**config.mk**
```make
export PLATFORM = sky130hd
export DESIGN_NAME = neuron_argmax_collector_flat
export DESIGN_NICKNAME = d
export VERILOG_FILES = /design/src/rtl/neuron_argmax_collector_if.sv /design/src/rtl/neuron_argmax_collector.sv /design/src/flat_wrapper.sv
export SDC_FILE = /design/constraint.sdc
export NUM_CORES = 1
export LEC_CHECK = 0
export ABC_AREA = 1
export ABC_CLOCK_PERIOD_IN_PS = 1850
export CAP_MARGIN = 20
export CELL_PAD_IN_SITES_DETAIL_PLACEMENT = 1
export CELL_PAD_IN_SITES_GLOBAL_PLACEMENT = 1
export CORE_UTILIZATION = 37
export DETAILED_ROUTE_END_ITERATION = 10
export PLACE_DENSITY_LB_ADDON = 0.1
export SETUP_SLACK_MARGIN = 0.1
export SLEW_MARGIN = 20
export SYNTH_ARGS = -nofsm -noshare
export SYNTH_HDL_FRONTEND = slang
export SYNTH_SLANG_ARGS = --single-unit
```
**constraint.sdc**
```tcl
create_clock -name clk -period 1.85 [get_ports clk]
set_input_delay 0.4625 -clock clk [delete_from_list [all_inputs] [get_ports clk]]
set_output_delay 0.4625 -clock clk [all_outputs]
set_load 0.05 [all_outputs]
```
**src/rtl/neuron_argmax_collector_if.sv**
```systemverilog
// Stream and classification signals of neuron_argmax_collector.
// The slave modport is the collector's view. The master modport is the
// environment's view: it drives results and accepts the classification.
interface neuron_argmax_collector_if #(
    parameter int M          = 3,
    parameter int DATA_WIDTH = 8
);
    localparam int RW = 2 * DATA_WIDTH;
    localparam int IW = $clog2(M);

    logic [RW-1:0] in_result;
    logic          in_valid;
    logic          class_valid;
    logic          class_ready;
    logic [IW-1:0] max_idx;
    logic [RW-1:0] max_val;

    modport master (
        output in_result,
        output in_valid,
        output class_ready,
        input  class_valid,
        input  max_idx,
        input  max_val
    );

    modport slave (
        input  in_result,
        input  in_valid,
        input  class_ready,
        output class_valid,
        output max_idx,
        output max_val
    );
endinterface

```
**src/rtl/neuron_argmax_collector.sv**
```systemverilog
// neuron_argmax_collector: collects M signed neuron results into a buffer.
// It tracks the running maximum (ties keep the lower index) and presents
// the winning index and value through a valid/ready handshake.
// Optional feature macro ARGMAX_SUM_EN adds sum_out. sum_out is the
// sign-extended running sum of the accepted results.
module neuron_argmax_collector #(
    parameter int M          = 3,
    parameter int DATA_WIDTH = 8
) (
    input  logic                           clk,
    input  logic                           rst_n,
    input  logic                           clear,
    input  logic [$clog2(M)-1:0]           rd_addr,
    output logic [2*DATA_WIDTH-1:0]        rd_data,
    output logic [$clog2(M+1)-1:0]         count,
    output logic                           overrun,
`ifdef ARGMAX_SUM_EN
    output logic [2*DATA_WIDTH+$clog2(M)-1:0] sum_out,
`endif
    neuron_argmax_collector_if.slave       bus
);
    localparam int RW = 2 * DATA_WIDTH;
    localparam int IW = $clog2(M);
    localparam int CW = $clog2(M + 1);
`ifdef ARGMAX_SUM_EN
    localparam int SW = RW + $clog2(M);
`endif

    typedef enum logic {
        ST_COLLECT = 1'b0,
        ST_REPORT  = 1'b1
    } state_t;

    state_t        state_q, state_d;
    logic [CW-1:0] count_q, count_d;
    logic [RW-1:0] max_val_q, max_val_d;
    logic [IW-1:0] max_idx_q, max_idx_d;
    logic          overrun_q, overrun_d;
    logic [RW-1:0] rd_data_q;
    logic          wr_en;
    logic [IW-1:0] wr_addr;
    logic          rd_in_range;
`ifdef ARGMAX_SUM_EN
    logic [SW-1:0] sum_q, sum_d;
`endif

    // Result buffer. It has no reset so that it maps onto block RAM.
    logic [RW-1:0] buf_mem [M];

    // While collecting, count_q < M, so its low bits address the buffer directly.
    assign wr_addr = count_q[IW-1:0];

    // M need not be a power of two. Addresses at or above M read as zero.
    assign rd_in_range = ({1'b0, rd_addr} < (IW + 1)'(M));

    // Next-state logic. clear has priority over samples and the handshake.
    // A sample arriving in REPORT is dropped and flagged as overrun.
    always_comb begin
        state_d   = state_q;
        count_d   = count_q;
        max_val_d = max_val_q;
        max_idx_d = max_idx_q;
        overrun_d = overrun_q;
        wr_en     = 1'b0;
`ifdef ARGMAX_SUM_EN
        sum_d     = sum_q;
`endif
        if (clear) begin
            state_d   = ST_COLLECT;
            count_d   = '0;
            max_val_d = '0;
            max_idx_d = '0;
            overrun_d = 1'b0;
`ifdef ARGMAX_SUM_EN
            sum_d     = '0;
`endif
        end else begin
            case (state_q)
                ST_COLLECT: begin
                    if (bus.in_valid) begin
                        wr_en   = 1'b1;
                        count_d = count_q + CW'(1);
                        // The first sample always loads. Later samples replace
                        // the maximum only if strictly greater, so ties keep the
                        // lower index.
                        if ((count_q == '0) ||
                            ($signed(bus.in_result) > $signed(max_val_q))) begin
                            max_val_d = bus.in_result;
                            max_idx_d = wr_addr;
                        end
`ifdef ARGMAX_SUM_EN
                        sum_d = sum_q + {{(SW-RW){bus.in_result[RW-1]}}, bus.in_result};
`endif
                        if (count_q == CW'(M - 1)) begin
                            state_d = ST_REPORT;
                        end
                    end
                end
                ST_REPORT: begin
                    if (bus.in_valid) begin
                        overrun_d = 1'b1;
                    end
                    if (bus.class_ready) begin
                        state_d = ST_COLLECT;
                        count_d = '0;
`ifdef ARGMAX_SUM_EN
                        sum_d   = '0;
`endif
                    end
                end
                default: begin
                    state_d = ST_COLLECT;
                end
            endcase
        end
    end

    // Control and result registers, cleared asynchronously by rst_n.
    always_ff @(posedge clk or negedge rst_n) begin
        if (!rst_n) begin
            state_q   <= ST_COLLECT;
            count_q   <= '0;
            max_val_q <= '0;
            max_idx_q <= '0;
            overrun_q <= 1'b0;
`ifdef ARGMAX_SUM_EN
            sum_q     <= '0;
`endif
        end else begin
            state_q   <= state_d;
            count_q   <= count_d;
            max_val_q <= max_val_d;
            max_idx_q <= max_idx_d;
            overrun_q <= overrun_d;
`ifdef ARGMAX_SUM_EN
            sum_q     <= sum_d;
`endif
        end
    end

    // Buffer write port. It has no reset.
    always_ff @(posedge clk) begin
        if (wr_en) begin
            buf_mem[wr_addr] <= bus.in_result;
        end
    end

    // Registered read port. A read of the address being written in the same
    // cycle returns the old contents.
    always_ff @(posedge clk or negedge rst_n) begin
        if (!rst_n) begin
            rd_data_q <= '0;
        end else if (rd_in_range) begin
            rd_data_q <= buf_mem[rd_addr];
        end else begin
            rd_data_q <= '0;
        end
    end

    assign rd_data         = rd_data_q;
    assign count           = count_q;
    assign overrun         = overrun_q;
    assign bus.class_valid = (state_q == ST_REPORT);
    assign bus.max_idx     = max_idx_q;
    assign bus.max_val     = max_val_q;
`ifdef ARGMAX_SUM_EN
    assign sum_out         = sum_q;
`endif

endmodule

```
**src/flat_wrapper.sv**
```systemverilog
// flat-port wrapper written by rule: the top's interface ports become plain ports
module neuron_argmax_collector_flat 
#(
    parameter int M          = 3,
    parameter int DATA_WIDTH = 8
)
  (clk, rst_n, clear, rd_addr, rd_data, count, overrun, bus_in_result, bus_in_valid, bus_class_ready, bus_class_valid, bus_max_idx, bus_max_val);
  neuron_argmax_collector_if #(.M(M), .DATA_WIDTH(DATA_WIDTH)) bus_i ();
  input  logic clk;
  input  logic rst_n;
  input  logic clear;
  input  logic [$clog2(M)-1:0] rd_addr;
  output logic [2*DATA_WIDTH-1:0] rd_data;
  output logic [$clog2(M+1)-1:0] count;
  output logic overrun;
  input wire logic [$bits(bus_i.in_result)-1:0] bus_in_result;
  input wire logic [$bits(bus_i.in_valid)-1:0] bus_in_valid;
  input wire logic [$bits(bus_i.class_ready)-1:0] bus_class_ready;
  output wire logic [$bits(bus_i.class_valid)-1:0] bus_class_valid;
  output wire logic [$bits(bus_i.max_idx)-1:0] bus_max_idx;
  output wire logic [$bits(bus_i.max_val)-1:0] bus_max_val;
  assign bus_i.in_result = bus_in_result;
  assign bus_i.in_valid = bus_in_valid;
  assign bus_i.class_ready = bus_class_ready;
  assign bus_class_valid = bus_i.class_valid;
  assign bus_max_idx = bus_i.max_idx;
  assign bus_max_val = bus_i.max_val;
  neuron_argmax_collector #(.M(M), .DATA_WIDTH(DATA_WIDTH)) u_core (.clk(clk), .rst_n(rst_n), .clear(clear), .rd_addr(rd_addr), .rd_data(rd_data), .count(count), .overrun(overrun), .bus(bus_i));
endmodule
```
==> metrics.md, run 1 <==
| Metric | Value |
|---|---|
| Status | `complete, but fails checks` |
| Failing checks | `negative setup slack` |
| Rows | `36` |
| Commonest non-fill, non-tap cell in the layout | `buf_4` |
| Routed Antenna Nets | `0` |
| Slew Viols, Final | `0` |
| Slew headroom | `between 50% and 60%` |
| Htree depth | `3` |
| Initial antenna violation count | `0` |
| Worst hold path type | `primary input to async pin` |
| Final worst slack | `-0.0317 ns` |
| Cell Pwr Density | `approximately 900 nW/um^2` |
| Critical path's top delay family | `simple AND/OR/NAND/NOR gates` |
| Die area | `about 11000 um^2` |
| Final Cycle Share | `102%` |
| Crit path DAT | `2.13 ns` |
| Int Power | `about 3.5 mW` |
| Switch share | `between 20 and 30%` |
| Clock sinks | `86` |
| Worst-path cell chain | `inv_2 -> ha_4 -> nand2_2 -> inv_2 -> nand2_2 -> nand2_2 -> nand2_2 -> nand2_2 -> nor2_2 -> nand3_2 -> nand3_4 -> nand2_8 -> buf_6 -> nand3_1 -> nand2_1` |
| Commonest non-fill, non-tap cells in the layout | `buf_4 (82), nor2_1 (57), edfxtp_1 (48)` |
| DR iter-0 viols | `70` |
| Synth cell types | `20` |
| Vias in the first global route | `about 3000` |
| Worst clock skew | `0.00710 ns` |
| Pwr Total | `between 4 and 5 mW` |
| Final setup viols | `17` |
| HPWL after DPL | `about 6.2 mm` |
| Gate Count Post-Synth | `between 300 and 400` |
| Clock network power share | `between 30% and 40%` |
| Clock Tree Buf Depth | `2` |
| Synth area leaders | `edfxtp_1 (38%), dfrtp_1 (25%), ha_1 (6.3%)` |
| Layout cells sized above 1 | `between 40% and 50%` |
| Largest family of logic cells by synthesized area | `simple AND/OR/NAND/NOR gates` |
| Warning count from the yosys run | `0` |
| Gr usage total | `19.2%` |
| Max frequency | `approximately 530 MHz` |
| IO Port Bufs | `60` |
| Routed WL per cell | `15.5 um` |
| Combinational power share | `between 20% and 30%` |
| Final net count | `about 520` |
| Net Switching | `1.46 mW` |
| Post-synthesis simple-gate area fraction | `between 10% and 20%` |
| Critical path required time | `between 2 and 2.5 ns` |
| Largest net degree at the start of global routing | `33` |
| Seq/Total Area, Yosys | `63.8%` |
| Critical Path End Type | `register` |
| Crit path largest cell delay | `between 0.4 and 0.5 ns` |
| Syn_area_per_cell | `10.4 um^2` |
| Post-synthesis compound-gate area fraction | `under 10%` |
| Tmin final | `roughly 1.9 ns` |
| Reg2reg path depth | `15` |
| CTS root buffer | `clkbuf_8` |
| Total global routing overflow | `0` |
| Least-Margin Pin Slew | `approximately 0.64 ns` |
| Starting density of the core | `between 30% and 40%` |
| Ys flop type | `edfxtp_1` |
| Final cell count without fillers | `612` |
| Core ar. | `roughly 10000 um^2` |
| CP dominant cell by count | `nand2_2` |
| Die Width | `103 um` |
| Io pins | `between 60 and 70` |
| Worst-Skew Late Latency | `~0.35 ns` |
| CTS clk-pin slew, worst paths | `about 0.09 ns` |
| First-pass GRT wire length | `~15 mm` |
| Worst Path Buf+Inv | `3` |
| Synthesized flop and latch total | `86` |
| LEAKAGE | `about 2.4 nW` |
| XOR/XNOR Fraction of Synth Area | `0%` |
| TritonCTS clock tree | `built` |
| Sequential share of power | `44.3%` |
| CP max stage cell | `dfrtp_2` |
| Max Cap Viol | `0` |
| Area fraction of the dominant cell type after synthesis | `between 30% and 40%` |
| Final wirelength | `9.49 mm` |
| Crit path kind | `register to register` |
| Area Overhead vs Synth | `45.2%` |
| Cts bufs inserted | `9` |
| RSZ-0062 raised after global routing | `true` |
| Fillers | `about 1100` |
| Antenna cells | `0` |
| Post-Syn Area | `about 3800 um^2` |
| Vias per cell | `between 4 and 5` |
| Stages on the worst setup path | `15` |
| Placer Congestion | `roughly 0.74` |
| Number of synthesized flops with an enable pin | `48` |
| Post-Synth Adder-Cell Area | `6.34%` |
| Die Y | `~100 um` |
| Syn_nets | `between 400 and 500` |
| DR pass1 iterations | `4` |
| Placed insts | `between 500 and 600` |
| Worst VDD drop | `around 0.00033 V` |
| Hold buffer count at cts | `0` |
| Worst-path maximum fanout | `7` |
| Post-synth ARST share | `about 44%` |
| Critical Path Start Type | `register` |
| Top cell type by total area after synthesis | `edfxtp_1` |
| # DRC | `0` |
| Vias | `2891` |
| Mux share of post-synthesis cell area | `0%` |
| Final hold violations | `0` |
-- cells by family after synthesis --
group,count (synthesis)
AOI/OAI and AO/OA,27
buffers and inverters,61
and+or+nand+nor,167
DFF,86
adders and majority gates,19
-- state kept, by name, indices dropped and copies added (netlist names) --
register and cells:
u_core.buf_mem 48, u_core.rd_data 16, u_core.count 2, u_core.bus.class_valid 1
u_core.bus.max_idx 2, u_core.bus.max_val 16, u_core.overrun 1
-- area by class of cell --
class | instances | area, um^2 | share of cell area (%)
Multi-Input combinational cell | 215 | 1470 | 27.0
Tap cell | 133 | 166 | 3.05
Clock inverter | 7 | 128 | 2.34
Timing Repair Buffer | 114 | 968 | 17.8
Clock buffer | 9 | 124 | 2.27
Inverter | 48 | 180 | 3.31
Sequential cell | 86 | 2410 | 44.3
-- synth_stat cells, types with 2 or more instances --
master / instances
nand3_1: 39
clkbuf_1: 10
nor2_1: 63
o31ai_1: 16
edfxtp_1: 48
a21oi_1: 5
ha_1: 19
inv_1: 48
nand2_1: 61
nand2_4: 2
o21ai_0: 3
dfrtp_1: 38
-- stage by stage --
stage / cell area, um^2 / hold slack, ns / util [%] / setup WS, ns / setup TNS [ns]
floorplan: 3790 / 0.167 / - / -0.0938 / -0.895
detailed placement: 4790 / 0.409 / 48.8 / -0.651 / -14.49
global route: 5450 / 0.0260 / 55.5 / -0.132 / -2.06
finish: 5450 / 0.0131 / 55.5 / -0.0317 / -0.328
global placement: 4790 / 0.400 / 48.8 / -0.585 / -12.17
CTS: 5300 / 0.0135 / 54.0 / -0.0427 / -0.573
-- metal layers --
metal  wire [um]  global-route usage (%)  share of wire (%)  vias to the layer above
met4         110                    6.59                1.2                        0
li1            -                       -                  -                     1408
met5           0                       0                  0                        -
met3         271                    3.53                2.9                       10
met1        4280                    24.2                 45                     1427
met2        4830                    33.1                 51                       46
-- what timing repair did --
item | 4_1_cts | 5_1_grt
setup buffers | 5 | 6
resized for setup | 59 | 31
endpoints found under the setup margin | 18 | 18
cloned | 3 | 0
hold endpoints to repair | 0 | 0
pin swaps | 32 | 21
-- worst register-to-register path: cells and delay by family, from the launching register on --
kind	cells	cell delay [ns]
fa+ha+maj	1	0.20
flops	1	0.42
buf+inv	3	0.30
simple gates	11	0.85
-- worst paths after layout --
path | start | end | slack (ns)
hold reg to reg | u_core.buf_mem[2][0]$_DFFE_PP_ | u_core.rd_data[0]$_DFF_PN0_ | 0.49
setup reg to reg | u_core.bus.max_val[11]$_DFFE_PN0P_ | u_core.bus.max_val[3]$_DFFE_PN0P_ | -0.03
min in group clk | bus_in_result[0] | u_core.buf_mem[0][0]$_DFFE_PP_ | 0.36
hold / removal | rst_n | u_core.rd_data[11]$_DFF_PN0_ | 0.01
max in group asynchronous | rst_n | u_core.bus.max_val[14]$_DFFE_PN0P_ | 1.35
setup / recovery | u_core.bus.max_val[11]$_DFFE_PN0P_ | u_core.bus.max_val[3]$_DFFE_PN0P_ | -0.03
-- power groups by stage --
stage | Sequential (mW) | Combinational, mW | Clock, mW
floorplan | 2.47 | 0.298 | 0
CTS | 2.19 | 1.05 | 1.68
global route | 2.20 | 1.21 | 1.74
global placement | 2.23 | 0.924 | 0
detailed placement | 2.23 | 0.941 | 0
finish | 2.19 | 1.12 | 1.64
No activity file was read; power rests on OpenSTA's default activity.
==> inputs of run 2 (changes only) <==
--- a/config.mk
+++ b/config.mk
@@ -13,6 +13,7 @@
 export CORE_UTILIZATION = 37
 export DETAILED_ROUTE_END_ITERATION = 10
 export PLACE_DENSITY_LB_ADDON = 0.1
+export REMOVE_ABC_BUFFERS = 1
 export SETUP_SLACK_MARGIN = 0.1
 export SLEW_MARGIN = 20
 export SYNTH_ARGS = -nofsm -noshare
==> metrics.md, run 2 (synthesis results as in run 1) <==
| Metric | Value |
|---|---|
| Largest net degree at the start of global routing | `39 (was 33)` |
| CTS root buffer | `clkbuf_8 (unchanged)` |
| Reg with most FFs | `u_core.buf_mem (unchanged)` |
| Vias per cell | `4.76 (was 4.72)` |
| DR iter-0 viols | `69 (was 70)` |
| Die Width | `103 um (unchanged)` |
| Tmin final | `1.98 ns (was 1.88 ns)` |
| Commonest non-fill, non-tap cells in the layout | `buf_4 (84), nor2_1 (61), edfxtp_1 (48) (was buf_4 (82), nor2_1 (57), edfxtp_1 (48))` |
| Die Y | `103 um (unchanged)` |
| Clock Tree Buf Depth | `2 (unchanged)` |
| Slew headroom | `48.5% (was 57.1%)` |
| Critical Path Start Type | `register (unchanged)` |
| Io pins | `61 (unchanged)` |
| Slew Viols, Final | `0 (unchanged)` |
| Final setup viols | `18 (was 17)` |
| IO Port Bufs | `60 (unchanged)` |
| Area of the multi-input gates | `1430 um^2 (was 1470 um^2)` |
| Int Power | `3.18 mW (was 3.48 mW)` |
| Worst VDD drop | `0.000360 V (was 0.000334 V)` |
| Final wirelength | `9.99 mm (was 9.49 mm)` |
| Fillers | `1112 (was 1083)` |
| Rows | `36 (unchanged)` |
| TritonCTS clock tree | `built (unchanged)` |
| First-pass GRT wire length | `15.1 mm (was 14.8 mm)` |
| Combinational power share | `24.0% (was 22.6%)` |
| Antenna cells | `0 (unchanged)` |
| Max frequency | `505 MHz (was 531 MHz)` |
| Reg2reg path depth | `16 (was 15)` |
| CTS clk-pin slew, worst paths | `0.09 ns (about the same)` |
| Final Cycle Share | `107% (was 102%)` |
| Final hold violations | `0 (unchanged)` |
| Worst hold slack | `0.141 ns (was 0.0131 ns)` |
| Final worst slack | `-0.132 ns (was -0.0317 ns)` |
| Die area | `10500 um^2 (unchanged)` |
| RSZ-0062 raised after global routing | `true (unchanged)` |
| Sequential share of power | `47.2% (was 44.3%)` |
| Least-Margin Pin Slew | `0.773 ns (was 0.643 ns)` |
| Cell area after layout | `5350 um^2 (was 5450 um^2)` |
| Post-DP Area | `4760 um^2 (was 4790 um^2)` |
| Vias | `2935 (was 2891)` |
| Total area of sequential cells | `2390 um^2 (was 2410 um^2)` |
| Crit path kind | `register to register (unchanged)` |
| Clock sinks | `86 (unchanged)` |
| Clock network power share | `28.8% (was 33.1%)` |
| Max Cap Viol | `0 (unchanged)` |
| Failing checks | `negative setup slack (unchanged)` |
| DR pass1 iterations | `4 (unchanged)` |
| Worst hold path type | `primary input to async pin (unchanged)` |
| Crit path DAT | `2.24 ns (was 2.13 ns)` |
| Worst clock skew | `0.0101 ns (was 0.00710 ns)` |
| Final cell count without fillers | `616 (was 612)` |
| Cell Pwr Density | `862 nW/um^2 (was 907 nW/um^2)` |
| Commonest non-fill, non-tap cell in the layout | `buf_4 (unchanged)` |
| Routed Antenna Nets | `0 (unchanged)` |
| Placed insts | `590 (was 582)` |
| Core ar. | `9820 um^2 (unchanged)` |
| Vias in the first global route | `2991 (was 2959)` |
| Total global routing overflow | `0 (unchanged)` |
| Worst-path maximum fanout | `7 (unchanged)` |
| R2R Setup Slk | `-0.13 ns (was -0.03 ns)` |
| Placer Congestion | `0.743 (was 0.744)` |
| Starting density of the core | `38.2% (unchanged)` |
| Status | `complete, but fails checks (unchanged)` |
| Net Switching | `1.44 mW (was 1.46 mW)` |
| HPWL after DPL | `6.53 mm (was 6.20 mm)` |
| Layout cells sized above 1 | `35.6% (was 40.5%)` |
| Routed WL per cell | `16.2 um (was 15.5 um)` |
| Final TNS setup | `-1.86 ns (was -0.328 ns)` |
| Critical Path End Type | `register (unchanged)` |
| Critical path required time | `2.11 ns (was 2.10 ns)` |
| Final net count | `520 (was 516)` |
| # DRC | `0 (unchanged)` |
| Initial antenna violation count | `0 (unchanged)` |
| Largest register FFs | `48 (unchanged)` |
| LEAKAGE | `2.45 nW (was 2.43 nW)` |
| Area Overhead vs Synth | `42.5% (was 45.2%)` |
| Cts bufs inserted | `9 (unchanged)` |
| Htree depth | `3 (unchanged)` |
| Final Util | `54.5% (was 55.5%)` |
| Switch share | `31.1% (was 29.5%)` |
| Gr usage total | `19.9% (was 19.2%)` |
| Worst-Skew Late Latency | `0.37 ns (was 0.35 ns)` |
-- run 2: changes by cell type in the layout (fill, tap and decap cells not counted), sizes merged --
cell,before,now
clkbuf,11,9
clkinv,1,4
inv,51,49
bufinv,3,1
clkdlybuf4s15,0,2
nand2,65,66
clkinvlp,0,1
buf,93,96
-- run 2: worst max-delay path, cell delays in order (launching register included) --
cell	delay, ns
dfrtp_1	0.37
inv_1	0.06
ha_1	0.28
nand2_1	0.09
inv_1	0.05
nand2_1	0.08
nand2_1	0.07
nand2_1	0.06
nand2_1	0.06
nand2_2	0.06
nand2_1	0.06
nand2_1	0.07
nand3_2	0.12
nand2_8	0.17
nand2_4	0.11
nand2_1	0.10
nand2_1	0.06
-- run 2: cell type report --
| class | instances | area share, % |
|---|---|---|
| Sequential cell | 86 | 44.7 |
| Tap cell | 133 | 3.11 |
| Clock buffer | 9 | 2.32 |
| Timing Repair Buffer | 117 | 18.4 |
| Inverter | 48 | 3.37 |
| Multi-Input combinational cell | 216 | 26.7 |
| Clock inverter | 7 | 1.38 |
-- run 2: worst paths after layout --
| kind | start | end |
|---|---|---|
| max | u_core.bus.max_val[2]$_DFFE_PN0P_ | u_core.bus.max_val[3]$_DFFE_PN0P_ |
| min | rst_n | u_core.rd_data[7]$_DFF_PN0_ |
| max reg2reg | u_core.bus.max_val[2]$_DFFE_PN0P_ | u_core.bus.max_val[3]$_DFFE_PN0P_ |
| min reg2reg | u_core.buf_mem[2][8]$_DFFE_PP_ | u_core.rd_data[8]$_DFF_PN0_ |
| max in group asynchronous | rst_n | u_core.bus.max_val[11]$_DFFE_PN0P_ |
| min in group clk | bus_in_result[0] | u_core.buf_mem[0][0]$_DFFE_PP_ |
-- run 2: metal layers --
layer	track usage (%)	routed length, um
met1	25.6	4460
met2	33.4	5050
met3	2.98	327
met4	8.90	159
met5	0	0
-- run 2: power by group through the flow --
stage	Clock (mW)	Combinational [mW]	Sequential (mW)
final	1.33	1.11	2.18
after global routing	1.44	1.20	2.19
after CTS	1.37	1.03	2.17
after detailed placement	0	0.955	2.22
after global placement	0	0.937	2.21
after floorplan	0	0.265	2.46
-- run 2: per-stage QoR --
step / setup slack (ns) / power [mW]
floorplan: -0.244 / 2.73
global placement: -0.549 / 3.15
detailed placement: -0.611 / 3.17
CTS: -0.0135 / 4.57
global route: -0.316 / 4.83
finish: -0.132 / 4.61
-- run 2: what timing repair did --
item,4_1_cts,5_1_grt
gates resized for setup,46,41
cloned,2,1
pin swaps,20,35
endpoints found under the setup margin,18,18
buffers inserted,5,2
endpoints found under the hold margin,0,0
hold buffers,0,0
==> inputs of run 3 (changes only) <==
--- a/config.mk
+++ b/config.mk
@@ -6,11 +6,11 @@
 export NUM_CORES = 1
 export LEC_CHECK = 0
 export ABC_AREA = 1
-export ABC_CLOCK_PERIOD_IN_PS = 1850
+export ABC_CLOCK_PERIOD_IN_PS = 2200
 export CAP_MARGIN = 20
 export CELL_PAD_IN_SITES_DETAIL_PLACEMENT = 1
 export CELL_PAD_IN_SITES_GLOBAL_PLACEMENT = 1
-export CORE_UTILIZATION = 37
+export CORE_UTILIZATION = 41
 export DETAILED_ROUTE_END_ITERATION = 10
 export PLACE_DENSITY_LB_ADDON = 0.1
 export REMOVE_ABC_BUFFERS = 1
==> constraint.sdc (replaced) <==
create_clock -name clk -period 2.2 [get_ports clk]
set_input_delay 0.55 -clock clk [delete_from_list [all_inputs] [get_ports clk]]
set_output_delay 0.55 -clock clk [all_outputs]
set_load 0.05 [all_outputs]
==> metrics.md, run 3 (synthesis results as in run 1) <==
| Metric | Value |
|---|---|
| Crit path DAT | `1.50 ns (was 2.24 ns)` |
| Max Cap Viol | `0 (unchanged)` |
| Placed insts | `545 (was 590)` |
| Rows | `34 (was 36)` |
| Die Width | `97.7 um (was 103 um)` |
| Failing checks | `design-rule violations (was negative setup slack)` |
| Critical Path Start Type | `register (unchanged)` |
| Reg2reg start | `u_core.bus.max_val[10]$_DFFE_PN0P_ (was u_core.bus.max_val[2]$_DFFE_PN0P_)` |
| Total area of sequential cells | `2390 um^2 (unchanged)` |
| Final Cycle Share | `93.1%` |
| Slew Viols, Final | `0 (unchanged)` |
| Worst VDD drop | `0.000308 V (was 0.000360 V)` |
| Die area | `9540 um^2 (was 10500 um^2)` |
| Met2 routed WL | `4.76 mm (was 5.05 mm)` |
| Layout cells sized above 1 | `16.5% (was 35.6%)` |
| Reg2reg path depth | `15 (was 16)` |
| Worst hold slack | `0.131 ns (was 0.141 ns)` |
| Starting density of the core | `42.6% (was 38.2%)` |
| Largest net degree at the start of global routing | `33 (was 39)` |
| RSZ-0062 raised after global routing | `false (was true)` |
| DR iter-0 viols | `124 (was 69)` |
| Final setup viols | `0 (was 18)` |
| Critical Path End Type | `output port (was register)` |
| Wl on met1 | `4.30 mm (was 4.46 mm)` |
| Largest register FFs | `48 (unchanged)` |
| Worst clock skew | `0.00442 ns (was 0.0101 ns)` |
| Hold buffer count at cts | `0 (unchanged)` |
| HPWL after DPL | `6.47 mm (was 6.53 mm)` |
| Area Overhead vs Synth | `34.4% (was 42.5%)` |
| Post-DP Area | `4660 um^2 (was 4760 um^2)` |
| Tmin final | `between 2 and 2.5 ns` |
| Cell Pwr Density | `745 nW/um^2 (was 862 nW/um^2)` |
| Least-Margin Pin Slew | `0.536 ns (was 0.773 ns)` |
| Final cell count without fillers | `576 (was 616)` |
| Io pins | `61 (unchanged)` |
| Commonest non-fill, non-tap cell in the layout | `nor2_1 (was buf_4)` |
| Vias in the first global route | `2935 (was 2991)` |
| R2R Setup Slk | `0.18 ns (was -0.13 ns)` |
| First-pass GRT wire length | `14.9 mm (was 15.1 mm)` |
| # DRC | `16 (was 0)` |
| LEAKAGE | `2.40 nW (was 2.45 nW)` |
| Routed WL per cell | `16.8 um (was 16.2 um)` |
| IO Port Bufs | `60 (unchanged)` |
| Placer Congestion | `0.757 (was 0.743)` |
| Clock Tree Buf Depth | `2 (unchanged)` |
| Final wirelength | `9.70 mm (was 9.99 mm)` |
| CTS clk-pin slew, worst paths | `0.09 ns (about the same)` |
| Worst-path maximum fanout | `1 (was 7)` |
| Status | `complete, but fails checks (unchanged)` |
| Cell area after layout | `5040 um^2 (was 5350 um^2)` |
| Met3 wire len | `462 um (was 327 um)` |
| Worst-path cell chain | `clkdlybuf4s50_1 (was inv_1 -> ha_1 -> nand2_1 -> inv_1 -> nand2_1 -> nand2_1 -> nand2_1 -> nand2_1 -> nand2_2 -> nand2_1 -> nand2_1 -> nand3_2 -> nand2_8 -> nand2_4 -> nand2_1 -> nand2_1)` |
| CTS root buffer | `clkbuf_8 (unchanged)` |
| Clock sinks | `86 (unchanged)` |
| Die Y | `97.7 um (was 103 um)` |
| Core ar. | `8810 um^2 (was 9820 um^2)` |
| Reg2reg end | `u_core.bus.max_val[0]$_DFFE_PN0P_ (was u_core.bus.max_val[3]$_DFFE_PN0P_)` |
| Fillers | `981 (was 1112)` |
| TritonCTS clock tree | `built (unchanged)` |
| Htree depth | `3 (unchanged)` |
| Total global routing overflow | `0 (unchanged)` |
| Routed Antenna Nets | `0 (unchanged)` |
| Worst hold path type | `primary input to async pin (unchanged)` |
| Worst-Skew Late Latency | `0.36 ns (was 0.37 ns)` |
| Reg with most FFs | `u_core.buf_mem (unchanged)` |
| Commonest non-fill, non-tap cells in the layout | `nor2_1 (60), nand2_1 (59), edfxtp_1 (48) (was buf_4 (84), nor2_1 (61), edfxtp_1 (48))` |
| DR pass1 iterations | `10 (was 4)` |
| Initial antenna violation count | `0 (unchanged)` |
| Final worst slack | `0.152 ns (was -0.132 ns)` |
| Critical path's top delay family | `buffers and inverters (was simple AND/OR/NAND/NOR gates)` |
| Antenna cells | `0 (unchanged)` |
| Gr usage total | `20.9% (was 19.9%)` |
| Cts bufs inserted | `9 (unchanged)` |
| Final Util | `57.3% (was 54.5%)` |
| CP max stage cell | `clkdlybuf4s50_1 (was dfrtp_1)` |
| Critical path required time | `1.65 ns (was 2.11 ns)` |
| Final net count | `505 (was 520)` |
| Area of the multi-input gates | `1230 um^2 (was 1430 um^2)` |
| Final hold violations | `0 (unchanged)` |
| Top routing layer in use | `met4 (unchanged)` |
| Crit path kind | `register to output port (was register to register)` |
| Vias | `2944 (was 2935)` |
| Pre-CTS WS | `-0.446 ns (was -0.611 ns)` |
| Crit path largest cell delay | `0.80 ns (was 0.37 ns)` |
| Max frequency | `approximately 490 MHz` |
| Vias per cell | `5.11 (was 4.76)` |
| Slew headroom | `64.3% (was 48.5%)` |
| Worst Path Buf+Inv | `1 (was 2)` |
run 3: changes by cell type in the layout (fill, tap and decap cells not counted), moves of 5 or more:
cell | previous run | this run
nand3_1 | 21 | 39
dlymetal6s2s_1 | 0 | 5
nand2_1 | 43 | 59
dlygate4sd2_1 | 14 | 31
buf_4 | 84 | 41
nand3_2 | 19 | 1
nand2_2 | 18 | 2
clkdlybuf4s50_1 | 5 | 21
run 3: worst max path at each step:
stage	from	to	slack, ns	cells past startpoint
after floorplan	u_core.bus.max_val[5]$_DFFE_PN0P_	u_core.bus.max_val[0]$_DFFE_PN0P_	0.11	14
after global placement	bus_in_result[5]	u_core.bus.max_val[15]$_DFFE_PN0P_	-0.34	14
after detailed placement	bus_in_result[5]	u_core.bus.max_val[9]$_DFFE_PN0P_	-0.45	14
after CTS	bus_in_result[6]	u_core.bus.max_val[0]$_DFFE_PN0P_	0.10	13
after global routing	bus_in_result[5]	u_core.bus.max_val[13]$_DFFE_PN0P_	0.05	14
final	u_core.rd_data[2]$_DFF_PN0_	rd_data[2]	0.15	1
run 3: power by group:
part           internal (mW)  total (mW)  switching [mW]
sequential              1.79        1.84          0.0459
combinational          0.288       0.818           0.530
clock                  0.524        1.10           0.578
run 3: per-stage QoR:
| step | TNS (ns) | power (mW) |
|---|---|---|
| finish | 0 | 3.76 |
| global route | 0 | 3.92 |
| CTS | 0 | 3.74 |
| detailed placement | -7.71 | 2.64 |
| global placement | -6.03 | 2.62 |
| floorplan | 0 | 2.29 |
run 3: routing by layer:
layer	up-vias	GRT usage, %
met5	-	0
met4	0	7.46
met3	16	4.75
met2	72	35.1
met1	1465	26.4
li1	1391	-
run 3: area by class of cell:
class / count / area share (%)
Sequential cell: 86 / 47.4
Multi-Input combinational cell: 214 / 24.3
Timing Repair Buffer: 104 / 18.2
Inverter: 48 / 3.57
Tap cell: 108 / 2.68
Clock buffer: 10 / 2.53
Clock inverter: 6 / 1.24
run 3: repair_timing:
action | in CTS | in global routing
setup endpoints to repair | 39 | 19
pin swaps | 0 | 1
buffers inserted | 0 | 12
cloned | 2 | 1
resized for setup | 43 | 15
